--- src/rtl/acs_select_skid.sv ---
// acs_select_skid
//   Registered add-compare-select node with a 2-entry skid buffer.
//   Each accepted input beat computes c0 = pm0 + bm0 and c1 = pm1 + bm1,
//   saturates both candidates to the path-metric range, keeps the smaller
//   one (ties choose predecessor 0) and optionally subtracts norm_sub,
//   flooring at zero. The word {pm, dec, sat} is queued in a main register
//   (which drives the outputs) backed by one skid register.
//
// Ports
//   clk, rst         rising-edge clock, synchronous active-high reset
//   in_valid/ready   input handshake (in_ready is registered)
//   pm0, pm1         predecessor path metrics (unsigned, PM_W bits)
//   bm0, bm1         branch metrics (unsigned, BM_W bits)
//   norm_sub         normalisation amount, sampled with the beat
//   out_valid/ready  output handshake (out_valid is a register decode)
//   pm_out           selected, normalised path metric
//   dec_out          0 = predecessor 0 chosen, 1 = predecessor 1 chosen
//   sat_out          a candidate saturated in this beat
//   state_dbg        buffer FSM state (0 EMPTY, 1 ONE, 2 FULL)
//
// Handshake: a beat moves when valid and ready are both high on a rising
// clk edge; a source holds valid and data stable until then. in_ready and
// out_valid come only from registers, so neither depends on the other
// combinationally.
module acs_select_skid #(
  parameter int PM_W    = 3,
  parameter int BM_W    = 2,
  parameter int NORM_EN = 1
) (
  input  logic            clk,
  input  logic            rst,
  input  logic            in_valid,
  output logic            in_ready,
  input  logic [PM_W-1:0] pm0,
  input  logic [PM_W-1:0] pm1,
  input  logic [BM_W-1:0] bm0,
  input  logic [BM_W-1:0] bm1,
  input  logic [PM_W-1:0] norm_sub,
  output logic            out_valid,
  input  logic            out_ready,
  output logic [PM_W-1:0] pm_out,
  output logic            dec_out,
  output logic            sat_out,
  output logic [1:0]      state_dbg
);

  localparam int WORD_W = PM_W + 2;
  localparam logic [PM_W-1:0] PM_MAX = '1;

  typedef enum logic [1:0] {
    ST_EMPTY = 2'd0,
    ST_ONE   = 2'd1,
    ST_FULL  = 2'd2
  } state_t;

  // ---------------- datapath (combinational on the input beat) ----------
  logic [PM_W:0]     c0_w, c1_w;
  logic [PM_W-1:0]   c0_cl, c1_cl, sel, pm_n;
  logic              dec_n, sat_n;
  logic [WORD_W-1:0] word_in;

  always_comb begin
    // One extra bit so the carry out of the add shows the overflow.
    c0_w  = {1'b0, pm0} + {{(PM_W + 1 - BM_W){1'b0}}, bm0};
    c1_w  = {1'b0, pm1} + {{(PM_W + 1 - BM_W){1'b0}}, bm1};
    c0_cl = c0_w[PM_W] ? PM_MAX : c0_w[PM_W-1:0];
    c1_cl = c1_w[PM_W] ? PM_MAX : c1_w[PM_W-1:0];
    sat_n = c0_w[PM_W] | c1_w[PM_W];
    // Compare the clamped values: two saturated candidates are a tie.
    dec_n = (c1_cl < c0_cl);
    sel   = dec_n ? c1_cl : c0_cl;
    pm_n  = sel;
    if (NORM_EN != 0) begin
      pm_n = (sel >= norm_sub) ? (sel - norm_sub) : '0;
    end
    word_in = {pm_n, dec_n, sat_n};
  end

  // ---------------- skid buffer FSM ----------------
  state_t            state_q, state_d;
  logic [WORD_W-1:0] m_q, m_d;
  logic [WORD_W-1:0] s_q, s_d;
  logic              in_ready_q, in_ready_d;
  logic              in_fire, out_fire;

  assign out_valid = (state_q != ST_EMPTY);
  assign in_ready  = in_ready_q;
  assign in_fire   = in_valid & in_ready_q;
  assign out_fire  = out_valid & out_ready;

  always_comb begin
    state_d = state_q;
    m_d     = m_q;
    s_d     = s_q;
    case (state_q)
      ST_EMPTY: begin
        if (in_fire) begin
          m_d     = word_in;
          state_d = ST_ONE;
        end
      end
      ST_ONE: begin
        if (in_fire && out_fire) begin
          m_d = word_in;
        end else if (out_fire) begin
          state_d = ST_EMPTY;
        end else if (in_fire) begin
          s_d     = word_in;
          state_d = ST_FULL;
        end
      end
      ST_FULL: begin
        if (out_fire) begin
          m_d     = s_q;
          state_d = ST_ONE;
        end
      end
      default: state_d = ST_EMPTY;
    endcase
    // Ready is a flop loaded from the next state, never from out_ready.
    in_ready_d = (state_d != ST_FULL);
  end

  always_ff @(posedge clk) begin
    if (rst) begin
      state_q    <= ST_EMPTY;
      in_ready_q <= 1'b1;
      m_q        <= '0;
      s_q        <= '0;
    end else begin
      state_q    <= state_d;
      in_ready_q <= in_ready_d;
      m_q        <= m_d;
      s_q        <= s_d;
    end
  end

  // Outputs hold the last delivered word while the buffer is empty.
  assign pm_out    = m_q[WORD_W-1:2];
  assign dec_out   = m_q[1];
  assign sat_out   = m_q[0];
  assign state_dbg = state_q;

endmodule

--- config.mk ---
export PLATFORM = sky130hd
export DESIGN_NAME = acs_select_skid
export DESIGN_NICKNAME = d
export VERILOG_FILES = /design/src/rtl/acs_select_skid.sv
export SDC_FILE = /design/constraint.sdc
export NUM_CORES = 1
export LEC_CHECK = 0
export CAP_MARGIN = 25
export CORE_MARGIN = 2
export CORE_UTILIZATION = 52
export CTS_CLUSTER_SIZE = 8
export DETAILED_ROUTE_END_ITERATION = 10
export GPL_TIMING_DRIVEN = 0
export PLACE_DENSITY = 0.84
export SYNTH_ARGS = -nofsm -noshare
export SYNTH_HDL_FRONTEND = slang
export SYNTH_SLANG_ARGS = --single-unit
--- constraint.sdc ---
create_clock -name clk -period 11.3 [get_ports clk]
set_input_delay 3.39 -clock clk [delete_from_list [all_inputs] [get_ports clk]]
set_output_delay 3.39 -clock clk [all_outputs]
set_load 0.02 [all_outputs]
# [Yosys cells after proc, flatten, opt, wreduce, memory -nomap -nowiden]
# Cells that the tools add are included.
[classes] n_addsub=3 order_cmp=2 n_eq_ne=6 mux=14 bitwise=5 reduce_logical=6
[ops] op="two-way mux 5 bit" n=3
[ops] op="case mux 5 bit (3 select lines)" n=1
[ops] op="two-way mux 3 bit" n=4
[ops] op="two-way mux 2 bit" n=5
[ops] op="adder 3 x 2 -> 4 bit" n=2
[ops] op="!= test 2 bit, second input constant" n=4
[ops] op="AND reduction 4 bit" n=2
[ops] op="case mux 2 bit (3 select lines)" n=1
[ops] op="greater-or-equal comparator 3 bit" n=1
[ops] op="less-than comparator 3 bit" n=1
[ops] op="nonzero test 3 bit" n=1
[ops] op="subtractor 3 bit" n=1
[ops] op="AND 1 bit" n=2
[ops] op="== test 2 x 1 -> 1 bit, second input constant" n=1
[ops] op="== test 2 bit, second input constant" n=1
[ops] op="logical NOT 2 bit" n=1
[ops] op="inverter 1 bit" n=2
[ops] op="nonzero test 2 bit" n=1
[ops] op="logical AND 1 bit" n=1
[ops] op="OR 1 bit" n=1
[totals] register_bits=13 input_bits=17 output_inout_bits=9 elab_cells=40

# [Longest topological paths before layout]
[logic_depth] ltp_word=8 mapped_depth=16 ltp_nobuf=16

# [Worst setup path after synthesis]
# Ideal clock, no wire load.
[synth_path] path_type="input -> register" from="in pm0[0]" to="reg m_q[2]" arrival_time_ps=6410 required_time_ps=11159 setup_slack_ps=4749 cell_stages=16 path_buffers=0 cell_sequence="ha_1 inv_1 fa_1 or3b_1 o21a_1 ha_1 inv_1 a21oi_1 nand2_2 mux2_1 ha_1 nand2b_1 a21o_1 a21o_1 a22oi_1 a211oi_1"
[synth_via] elab_chain_len=8
[synth_rtl] item="from (decl)" line="34" rtl="input logic [PM_W-1:0] pm0,"
[synth_rtl] item="adder 3 x 2 -> 4 bit *" line="64" rtl="c0_w = {1'b0, pm0} + {{(PM_W + 1 - BM_W){1'b0}}, bm0};"
[synth_rtl] item="two-way mux 3 bit *" line="66" rtl="c0_cl = c0_w[PM_W] ? PM_MAX : c0_w[PM_W-1:0];"
[synth_rtl] item="less-than comparator 3 bit" line="70" rtl="dec_n = (c1_cl < c0_cl);"
[synth_rtl] item="two-way mux 3 bit *" line="71" rtl="sel = dec_n ? c1_cl : c0_cl;"
[synth_rtl] item="subtractor 3 bit / greater-or-equal comparator 3 bit (equally long branches)" line="74" rtl="pm_n = (sel >= norm_sub) ? (sel - norm_sub) : '0;"
[synth_rtl] item="two-way mux 3 bit *" line="74"
[synth_rtl] item="two-way mux 5 bit (on tied branches)" line="103, 97"
[synth_rtl] item="case mux 5 bit (3 select lines) *" line="95" rtl="case (state_q)"
[synth_rtl] item="to (signal assigned)" line="133" rtl="m_q <= m_d;"
[synth_rtl] item="to (decl)" line="81" rtl="logic [WORD_W-1:0] m_q, m_d;"
# Mark *: on every way between the ends. The rest lies on a longest branch, timed or not. The select of a mux whose other input is x is not followed.
# A chain may end at the register's enable or synchronous reset.

# [Worst setup path after layout]
# Ends and elaborated chain as after synthesis.

==> impl_metrics.py <==
metrics = {
    "status": {
        "status": "finished clean",
    },
    "routing": {
        "avgViaCountPerCell": 5.20,
        "wl_met3_um": 100,
        "drt_iter0_markers": 12,
        "drt_wl_total_um": 2030,
        "wl_per_cell_um": 11.8,
        "drtPass1Iterations": 4,
        "ant_nets": 0,
        "top_layer": "met4",
        "drt-met1-wl_um": 940,
        "via_count": 894,
        "wl_met2_um": 983,
        "remaining_drc_errors": 0,
    },
    "clock_tree": {
        "path_clk_slew_ns": 0.07,
        "cts_hold_buf": 0,
        "cts_tree": "yes",
        "ctsHtreeMaxLevel": 1,
        "clock_latency_ns": 0.27,
        "cts_buffers": 3,
        "clock_path_buffers": 2,
        "cts-root-buf": "clkbuf_4",
        "ctsResizeCount": 0,
        "cts_setup_buffers": 0,
        "numClockSinks": 13,
    },
    "die": {
        "start_util_pct": 56.6,
        "die_y_um": 48.1,
        "die_x_um": 48.1,
        "core_area_um2": 1780,
        "row_count": 15,
        "die_area_um2": 2310,
        "ioPinCount": 26,
    },
    "power_and_ir_drop": {
        "ir_worst_vdd_v": 0.0000907,
        "p_total_mw": 0.143,
        "power.leakage_nw": 0.572,
        "power.density_nw_per_um2": 109,
    },
    "cells_and_area": {
        "drive_above_1_share_pct": 10.9,
        "area_delta_synth_final_pct": 30.5,
        "diodes": 0,
        "final_area_um2": 1320,
        "layout.nets": 178,
        "finalNonFillerCells": 172,
    },
    "timing": {
        "timing.fmax_ghz": 0.143,
        "final_hold_viol_count": 0,
        "fin_skew_ns": 0.000727,
        "min_period_ns": 7.00,
        "fin_setup_tns_ns": 0,
        "maxSlewViolCount": 0,
        "setup_viol": 0,
        "rsz0062_at_grt": "no",
        "slew_headroom_pct": 68.5,
        "finalCritPeriodShare_pct": 62.0,
        "worstMarginPinSlew_ns": 0.472,
    },
    "setup_path": {
        "end_kind": "flop",
        "cp.required_ns": 11.44,
        "critPathArrivalTime_ns": 7.14,
        "path_class": "input port to flop",
        "critPathLaunchType": "input port",
        "cp_max_fo": 6,
    },
    "placement": {
        "place_inst": 168,
        "gp_congestion": 0.794,
        "io_buffer_count": 25,
        "dp_hpwl_um": 1670,
        "dpl_cell_area_um2": 1290,
    },
    "logic_synthesis": {
        "synth-simple-area-share_pct": 21.2,
        "syn_area_um2": 1010,
        "ys_warn_count": 0,
        "synth-xor-area-share_pct": 0.867,
        "ys_ff_latch": 13,
        "synth_top_family_by_area": "compound AO/OA/AOI/OAI gates",
        "synthCells": 118,
        "synth_mux_area_share_pct": 4.21,
        "yosysUniqueCellTypes": 35,
        "synth_nets": 148,
        "avgSynthCellArea_um2": 8.56,
        "synth_compound_area_share_pct": 22.2,
        "synth_fa_ha_area_share_pct": 18.3,
        "yosysSeqAreaShare_pct": 25.8,
    },
    "global_routing": {
        "antenna_found_initial": 0,
        "grt.overflow.total": 0,
        "grt_pass1_wl_um": 3390,
        "grt_max_degree": 11,
        "grt_pass1_vias": 867,
        "track_usage_pct": 21.1,
    },
    "flow_run": {
        "max_cap_violations": 0,
    },
    "hold_path": {
        "hp-class": "flop to flop",
    },
}
## through the flow
step                      hold slack [ns]  util (%)  worst slack (ns)
final                               0.460      73.9              4.30
after global routing                0.473      73.9              4.09
after global placement              0.439      72.4              4.11
after CTS                           0.460      73.9              4.29
after detailed placement            0.448      72.4              4.01
after floorplan                     0.432         -              4.75
## synthesized netlist by cell type
| master | number | area (um^2) |
|---|---|---|
| a211o_1 | 1 | 8.76 |
| a211oi_1 | 2 | 15.0 |
| a21o_1 | 4 | 30.0 |
| a21oi_1 | 6 | 30.0 |
| a21oi_2 | 2 | 17.5 |
| a22oi_1 | 3 | 22.5 |
| a311oi_1 | 3 | 26.3 |
| and2b_1 | 1 | 7.51 |
| buf_4 | 2 | 15.0 |
| clkbuf_1 | 1 | 3.75 |
| dfxtp_1 | 13 | 260 |
| fa_1 | 3 | 60.1 |
| ha_1 | 10 | 125 |
| inv_1 | 14 | 52.6 |
| inv_2 | 1 | 3.75 |
| mux2_1 | 2 | 22.5 |
| mux2i_1 | 2 | 20.0 |
| nand2_1 | 10 | 37.5 |
| nand2_2 | 2 | 12.5 |
| nand2b_1 | 3 | 18.8 |
| nand3_1 | 6 | 30.0 |
| nand4b_1 | 1 | 8.76 |
| nor2_1 | 13 | 48.8 |
| nor2b_2 | 1 | 8.76 |
| nor3_1 | 1 | 5.00 |
| nor3_2 | 1 | 10.0 |
| o21a_1 | 1 | 7.51 |
| o21ai_0 | 2 | 10.0 |
| o22a_1 | 1 | 8.76 |
| o311ai_4 | 1 | 26.3 |
| o31ai_4 | 1 | 21.3 |
| or2_2 | 1 | 6.26 |
| or3_4 | 1 | 11.3 |
| or3b_1 | 1 | 8.76 |
| xor2_1 | 1 | 8.76 |
## kinds of logic after synthesis
| family | count (synthesis) |
|---|---|
| buffers and inverters | 18 |
| DFF | 13 |
| xor gates and xnor gates | 1 |
| adders and majority gates | 13 |
| muxes | 4 |
| AOI/OAI and AO/OA | 27 |
| and+or+nand+nor | 42 |
## cell type report
| cell class | instances | area [um^2] |
|---|---|---|
| multi-input cells | 87 | 674 |
| fillers | 148 | 465 |
| flip-flops and latches | 13 | 260 |
| repair buffers | 25 | 250 |
| inverters | 15 | 56.3 |
| well taps | 25 | 31.3 |
| clock buffers | 4 | 26.3 |
| plain buffers | 3 | 18.8 |
## final timing paths
| kind | to | from | slack, ns | cells after the start |
|---|---|---|---|---|
| max | m_q[2] | pm0[0] | 4.30 | 17 |
| min | s_q[4] | s_q[4] | 0.46 | 2 |
| max reg2reg | m_q[3] | state_dbg[0] | 9.88 | 4 |
| min reg2reg | s_q[4] | s_q[4] | 0.46 | 2 |
## state kept, by name, indices dropped and copies added, names as in the netlist
| name | cells |
|---|---|
| in_ready | 1 |
| state_dbg | 2 |
| s_q | 5 |
| m_q | 5 |
## worst max-delay path: stages
cell and delay, ns:
clkdlybuf4s50_1 0.47, ha_1 0.18, inv_1 0.06, fa_1 0.37, or3b_1 0.38, o21a_1 0.13
ha_1 0.27, inv_1 0.07, a21oi_1 0.26, nand2_2 0.10, mux2_1 0.34, ha_1 0.33
nand2b_1 0.15, a21o_1 0.17, a21o_1 0.23, a22oi_1 0.16, a211oi_1 0.09
## cell usage in the layout, fill, tap and decap left out, types with 2 or more instances in the layout
cell type	instances
a21oi_1	6
nand2_1	10
nor2_1	13
a21o_1	4
ha_1	10
inv_1	14
a22oi_1	3
clkdlybuf4s50_1	25
o21ai_0	2
clkbuf_4	3
dfxtp_1	13
a211oi_1	2
a21oi_2	2
mux2_1	2
clkbuf_1	2
fa_1	3
nand3_1	6
nand2_2	2
nand2b_1	3
buf_4	2
mux2i_1	2
a311oi_1	3
## power breakdown
part	internal, mW	leakage, nW	switching (mW)
sequential	0.0491	0.106	0.00203
clock	0.0137	0.0150	0.0143
combinational	0.0309	0.451	0.0330
total	0.0937	0.572	0.0494
## routing by layer
metal  GRT usage (%)  vias up
met1            25.7      404
met4            4.32        0
met5               0        -
met2            35.5       21
li1                -      467
met3            7.92        2
Power figures use the tool's default switching activity.
